===== src/rtl/cp0_timer_ctrl_pkg.sv =====
// Shared CP0 definitions: register numbers, Cause bit positions, reset values.
package cp0_timer_ctrl_pkg;

  localparam logic [4:0] CP0_REG_COUNT   = 5'd9;
  localparam logic [4:0] CP0_REG_COMPARE = 5'd11;
  localparam logic [4:0] CP0_REG_CAUSE   = 5'd13;

  localparam int unsigned CAUSE_TI_BIT  = 30;
  localparam int unsigned CAUSE_IP7_BIT = 15;

  // Nonzero so Count != Compare (reset 0) right after power-up.
  localparam logic [31:0] CP0_COUNT_RST = 32'h0000_0001;

  // Cause view of the timer: TI and IP7 both mirror the pending flag.
  function automatic logic [31:0] cause_timer_bits(input logic ip);
    logic [31:0] r;
    r                = '0;
    r[CAUSE_TI_BIT]  = ip;
    r[CAUSE_IP7_BIT] = ip;
    return r;
  endfunction

endpackage


===== src/rtl/cp0_timer_ctrl_count_reg.sv =====
// CP0 Count register with DIV prescaler, software load and disable-count.
module cp0_count_reg
  import cp0_timer_ctrl_pkg::*;
#(
  parameter logic [31:0] COUNT_RST = CP0_COUNT_RST,
  parameter int unsigned DIV       = 1
) (
  input  logic        clk,
  input  logic        rst,
  input  logic        load,
  input  logic [31:0] ldata,
  input  logic        dc,
  output logic [31:0] count_q
);

  localparam logic [3:0] PRESC_LAST = 4'(DIV - 1);

  logic [3:0] presc;
  logic       tick;

  // Prescaler terminal count; frozen while dc is set.
  always_comb begin
    tick = !dc && (presc == PRESC_LAST);
  end

  // Count/prescaler update: reset, then load (beats dc), then enabled count.
  always_ff @(posedge clk) begin
    if (rst) begin
      count_q <= COUNT_RST;
      presc   <= '0;
    end else if (load) begin
      count_q <= ldata;
      presc   <= '0;
    end else if (!dc) begin
      if (tick) begin
        presc   <= '0;
        count_q <= count_q + 32'd1;
      end else begin
        presc <= presc + 4'd1;
      end
    end
  end

endmodule


===== src/rtl/cp0_timer_ctrl.sv =====
// CP0 timer: Count/Compare registers, match-edge pending flag, read mux.
module cp0_timer_ctrl
  import cp0_timer_ctrl_pkg::*;
#(
  parameter logic [31:0] COUNT_RST = CP0_COUNT_RST,
  parameter int unsigned DIV       = 1
) (
  input  logic        clk,
  input  logic        rst,
  input  logic        we,
  input  logic [4:0]  waddr,
  input  logic [31:0] wdata,
  input  logic [4:0]  raddr,
  output logic [31:0] rdata,
  input  logic        dc,
  input  logic        irq_en,
  output logic        timer_ip,
  output logic        timer_irq,
  output logic [31:0] count_q,
  output logic [31:0] compare_q
);

  logic count_we;
  logic compare_we;
  logic match;
  logic match_d;

  // Write decode and combinational match.
  always_comb begin
    count_we   = we && (waddr == CP0_REG_COUNT);
    compare_we = we && (waddr == CP0_REG_COMPARE);
    match      = (count_q == compare_q);
  end

  cp0_count_reg #(
    .COUNT_RST(COUNT_RST),
    .DIV      (DIV)
  ) u_count (
    .clk    (clk),
    .rst    (rst),
    .load   (count_we),
    .ldata  (wdata),
    .dc     (dc),
    .count_q(count_q)
  );

  // Compare register and pending flag; a Compare write clears pending and
  // forces match_d so the new value cannot fire until a fresh rising match.
  always_ff @(posedge clk) begin
    if (rst) begin
      compare_q <= '0;
      match_d   <= 1'b0;
      timer_ip  <= 1'b0;
    end else if (compare_we) begin
      compare_q <= wdata;
      match_d   <= 1'b1;
      timer_ip  <= 1'b0;
    end else begin
      match_d <= match;
      if (match && !match_d) begin
        timer_ip <= 1'b1;
      end
    end
  end

  // Interrupt request and registered-value read mux.
  always_comb begin
    timer_irq = timer_ip && irq_en;
    case (raddr)
      CP0_REG_COUNT:   rdata = count_q;
      CP0_REG_COMPARE: rdata = compare_q;
      CP0_REG_CAUSE:   rdata = cause_timer_bits(timer_ip);
      default:         rdata = '0;
    endcase
  end

endmodule


===== config.mk =====
export PLATFORM = sky130hd
export DESIGN_NAME = cp0_timer_ctrl
export DESIGN_NICKNAME = d
export VERILOG_FILES = /design/src/rtl/cp0_timer_ctrl_pkg.sv /design/src/rtl/cp0_timer_ctrl_count_reg.sv /design/src/rtl/cp0_timer_ctrl.sv
export SDC_FILE = /design/constraint.sdc
export NUM_CORES = 1
export LEC_CHECK = 0
export ABC_AREA = 1
export BUFFER_PORTS_ARGS = -buffer_cell sky130_fd_sc_hd__buf_2
export CORE_ASPECT_RATIO = 0.5
export CORE_UTILIZATION = 25
export DETAILED_ROUTE_END_ITERATION = 12
export SLEW_MARGIN = 20
export SYNTH_ARGS = -nofsm -noshare
export SYNTH_HDL_FRONTEND = slang
export SYNTH_SLANG_ARGS = --single-unit

===== constraint.sdc =====
create_clock -name clk -period 2.11 [get_ports clk]
set_input_delay 0.633 -clock clk [delete_from_list [all_inputs] [get_ports clk]]
set_output_delay 0.633 -clock clk [all_outputs]
set_load 0.01 [all_outputs]

# ---- Word-level counts from Yosys, hierarchy flattened
# Index checks and enable logic that the tools add are counted.
dict set report word_totals {
  reg_bits 70
  out_inout_bits 98
}
dict set report op_classes {
  reduce_logical 12
  n_addsub 2
  muxes 6
  eq_ne 7
}
# cell n
set ops {}
lappend ops {{$mux W32} 3}
lappend ops {{$pmux W32 S3} 1}
lappend ops {{$add A32 B1 Y32 const B} 1}
lappend ops {{$eq A32 B32 Y1} 1}
lappend ops {{$eq A5 B4 Y1 const B} 5}
lappend ops {{$logic_and A1 B1 Y1} 5}
lappend ops {{$add A4 B1 Y4 const B} 1}
lappend ops {{$logic_not A4 Y1} 1}
lappend ops {{$mux W4} 1}
lappend ops {{$reduce_or A2 Y1} 2}
lappend ops {{$logic_not A1 Y1} 2}
lappend ops {{$ne A2 B1 Y1 const B} 1}
lappend ops {{$reduce_and A2 Y1} 1}
lappend ops {{$reduce_bool A2 Y1} 1}
lappend ops {{$mux W1} 1}

# ---- Logic depth before layout (Yosys ltp)
dict set report logic_depth {
  word_depth 5
  depth_mapped 10
}

# ---- By module
# A second synthesis with hierarchy kept.
dict set report unflattened {
  cells_unflattened 712
  area_unflattened_um2 4680.7
}
# module n_inst cells_each seq_area_each_um2 area_each_um2
set by_module_without_submodules {}
lappend by_module_without_submodules {cp0_count_reg 1 388 720.7 2560.0}
lappend by_module_without_submodules {cp0_timer_ctrl 1 324 680.7 2120.8}

# ---- Least setup slack after synthesis
# OpenSTA, ideal clock, no wires.
dict set report synth_path {
  path_type {in2out}
  from {input port raddr[4]}
  to {output port rdata[15]}
  stages 4
  path_buffers 1
  setup_slack_ns -0.088
  t_arrival_ns 1.565
  path_cell_list {nor3b_1 > nand2_1 > clkbuf_1 > o221ai_1}
}
dict set report synth_via {
  elab_chain_cells 2
}
# element line
set synth_rtl {}
lappend synth_rtl {{start, declared} cp0_timer_ctrl.sv:13} ;# input logic [4:0] raddr,
lappend synth_rtl {{$eq A5 B4 Y1} cp0_timer_ctrl.sv:69} ;# case (raddr)
lappend synth_rtl {{$pmux W32 S3 (*)} cp0_timer_ctrl.sv:69}
lappend synth_rtl {{end, declared} cp0_timer_ctrl.sv:14} ;# output logic [31:0] rdata,
# Mark *: on every way between the ends. The rest lies on a longest branch, timed or not.

# ---- Worst setup path after layout
dict set report layout_path {
  from {input port raddr[4]}
  to {output port rdata[3]}
}
# The elaborated chain is that of the path after synthesis.

==> run_results.csv <==
group,metric,value,unit
die,start_util,25.9,%
synthesis,ys_seq_area_share,30.9,%
critical_path,critical_path_buf_inv_count,4,
synthesis,netlist_area,4540,um2
outcome,failed_checks,"DRC, setup timing",
critical_path,r2r_slack,370,ps
pwr,p_seq_share,42.9,%
sta,slew_headroom,73.7,%
clocking,cts_tree,"yes",
die,dieArea,18700,um2
critical_path,rr_startpoint,"u_count.count_q[1]",
sta,fin_ws,-195,ps
sta,fin_skew,7.08,ps
drt,drt_pass1_iterations,9,
pwr,power.switching,0.000894,W
clocking,cts-htree-levels,3,
layout,fin_nets,911,
pwr,p_per_area,513,nW/um2
drt,via_per_inst,4.67,
run,max_cap_viol_count,0,
pwr,pwr-share-clk,44.3,%
synthesis,syn-num-nets,759,
sta,worst_pin_slew,393,ps
drt,vias,5144,
sta,setup_viol_count_final,32,
critical_path,startpoint_type,"input pin",
global_routing,grt_pass1_wl,26.1,mm
clocking,clock_sinks,70,
die,rows,34,
synthesis,avgSynthCellArea,6.41,um2
pwr,p_int,0.00233,W
clocking,clock_latency,340,ps
die,die_y,97.3,um
place,place_area,5640,um2
sta,rsz0062_at_grt,"true",
global_routing,grtUsageTotal,18.0,%
min_path,hp-class,"reg2reg",
drt,wire_per_inst,15.1,um
clocking,hold_buffers,0,
synthesis,yosysWarnings,0,
synthesis,synthCells,709,
pwr,irDropWorstVdd,0.357,mV
clocking,cts_inserted_buffers,9,
pwr,power_frac_comb,12.8,%
die,die_width,193,um
global_routing,antenna_found_initial,1,
place,port_buffers,144,
global_routing,grt_max_degree,63,
layout,fin_area,6290,um2
sta,hold_viol_final,0,
layout,layout-drive-gt1-share,29.1,%
critical_path,critPathMaxStageDelay,210,ps
sta,setup_tns,-4640,ps
pwr,p_leak,2.72,nW
clocking,cts-root-buf,"clkbuf_16",
place,dp_hpwl,12.1,mm
global_routing,first_global_vias,4784,
drt,detail-route-antenna-nets,0,
synthesis,ys_seq_elements,70,
min_path,hold_path_end,"compare_q[18]",
outcome,outcome,"complete, but fails checks",
synthesis,synth_area_leaders,"dfxtp_1 31%, nand2_1 14%, inv_1 8.3%",
sta,fmax,434,MHz
sta,min_period,2300,ps
drt,routed_wl,16.6,mm
die,num_io_pins,145,
critical_path,worstPathRequired,1480,ps
layout,syn_to_final_growth,38.5,%
global_routing,grt-ovfl-total,0,
critical_path,critPathArrivalTime,1670,ps
die,core,17600,um2
synthesis,synth.top_cell.area_share,30.9,%
clocking,clock_path_buffers,2,
critical_path,path_cells,"buf_8 > nor3_4 > nand3_4 > buf_12 > buf_16 > o22ai_2 > buf_2",
critical_path,cp_max_fo,5,
sta,min_period_over_period,109,%
sta,slew_violations,0,
critical_path,cp-end-kind,"output port",
min_path,min_from,"compare_q[18]",
drt,drtIter0Drc,267,
critical_path,r2r_end,"u_count.count_q[22]",
clocking,clkTransAtPathRegs,60,ps
critical_path,cp_top_family,"buffers and inverters",
critical_path,crit_start,"raddr[4]",
min_path,min_path_cells,2,
place,gp_congestion,0.891,
critical_path,crit_type,"in2out",
synthesis,yosys.area.top_type,"dfxtp_1",
critical_path,r2r_cells,9,
pwr,sw_frac_of_total,27.7,%
drt,drcViolationCount,16,
synthesis,synth_cell_types,34,
critical_path,worst_path_max_delay_cell,"nor3_4",
## power by group through the flow
stage / combinational (W) / sequential, W / clock, W
global route: 0.000455 / 0.00139 / 0.00153
detailed placement: 0.000378 / 0.00141 / 0
floorplan: 0.000200 / 0.00141 / 0
finish: 0.000413 / 0.00138 / 0.00143
CTS: 0.000411 / 0.00138 / 0.00147
global placement: 0.000372 / 0.00141 / 0
## flip-flops by register name, summed over array words and instances, names as in the netlist
register         cells
u_count.count_q     32
u_count.presc        4
timer_ip             1
compare_q           32
match_d              1
## cells in the final DEF (no fill, tap or decap), types with 3 or more instances in the layout
cell / n
clkbuf_16: 9
o22ai_1: 13
dfxtp_1: 70
buf_4: 11
nand2_1: 174
nor2_2: 7
nand3_1: 29
nor2_1: 54
clkinvlp_4: 3
nor2_4: 14
buf_8: 3
buf_6: 11
ha_1: 3
o21ai_0: 62
buf_12: 6
nand4_1: 5
inv_2: 5
a21oi_1: 66
nand2_2: 8
inv_1: 99
buf_2: 136
o22ai_2: 15
clkinv_2: 3
xnor2_1: 15
xor2_1: 14
nand2_4: 3
## layer usage
layer  GRT usage [%]  vias to the layer above  wire length [um]
li1                -                     2588                 -
met2            28.9                      142              7780
met1            23.4                     2396              7310
met4            4.78                        0               246
met3            4.88                       18              1250
met5               0                        -                 0
## final cells by class
| type | count | area, um2 |
|---|---|---|
| multi-input cells | 506 | 2810 |
| clock inverters | 6 | 37.5 |
| inverters | 105 | 397 |
| diodes | 1 | 2.50 |
| well taps | 234 | 293 |
| fillers | 1887 | 11300 |
| flip-flops and latches | 70 | 1400 |
| clock buffers | 10 | 239 |
| repair buffers | 169 | 1110 |
## repair_timing
item                                    CTS  global route
gates cloned                              3             0
endpoints found under the setup margin   32            32
setup buffers                             3             0
pin swaps                                 5             5
gates resized for setup                  53             8
## worst reg2reg max path, stage by stage (launching register included)
cell	delay (ps)
dfxtp_1	420
ha_1	230
nand2_1	100
nor2_4	160
nand2_1	140
nor2_4	220
nand2_1	100
xor2_1	140
nand2_1	60
a21oi_1	110
## how the worst max path moves through the flow
stage / end / depth (start not counted)
global route: rdata[30] / 6
finish: rdata[3] / 7
CTS: rdata[3] / 8
detailed placement: rdata[22] / 6
floorplan: rdata[2] / 4
global placement: rdata[4] / 7
## kinds of logic (layout without fill, tap and decap cells)
logic type / after synthesis / count (layout) / synth area share [%]
flops: 70 / 70 / 30.9
fa+ha+maj: 3 / 3 / 0.827
xor+xnor: 29 / 29 / 5.59
compound gates: 169 / 169 / 19.8
simple gates: 305 / 305 / 31.4
other cells: 0 / 1 / 0
buf+inv: 133 / 290 / 11.5
## through the flow
step	power, W	util [%]	hold slack (ps)	setup WS, ps	std cells
floorplan	0.00161	-	474	27.0	709
global placement	0.00178	32.1	482	-219	1079
detailed placement	0.00179	32.1	488	-217	1079
CTS	0.00326	35.7	503	-166	1101
global route	0.00337	35.8	539	-231	1100
finish	0.00323	35.8	505	-195	1101
## synthesized netlist by cell type, drive strengths merged
cell	count
a211oi	1
nand3b	1
o221ai	2
ha	3
o21ai	66
nand3	30
dfxtp	70
buf	11
o211ai	2
nor2	75
a31oi	2
nor2b	1
xnor2	15
o22ai	30
nor3b	1
inv	105
clkbuf	17
a21oi	66
nand4	7
nand2	185
xor2	14
nor3	5
(Power assumes the default switching activity.)
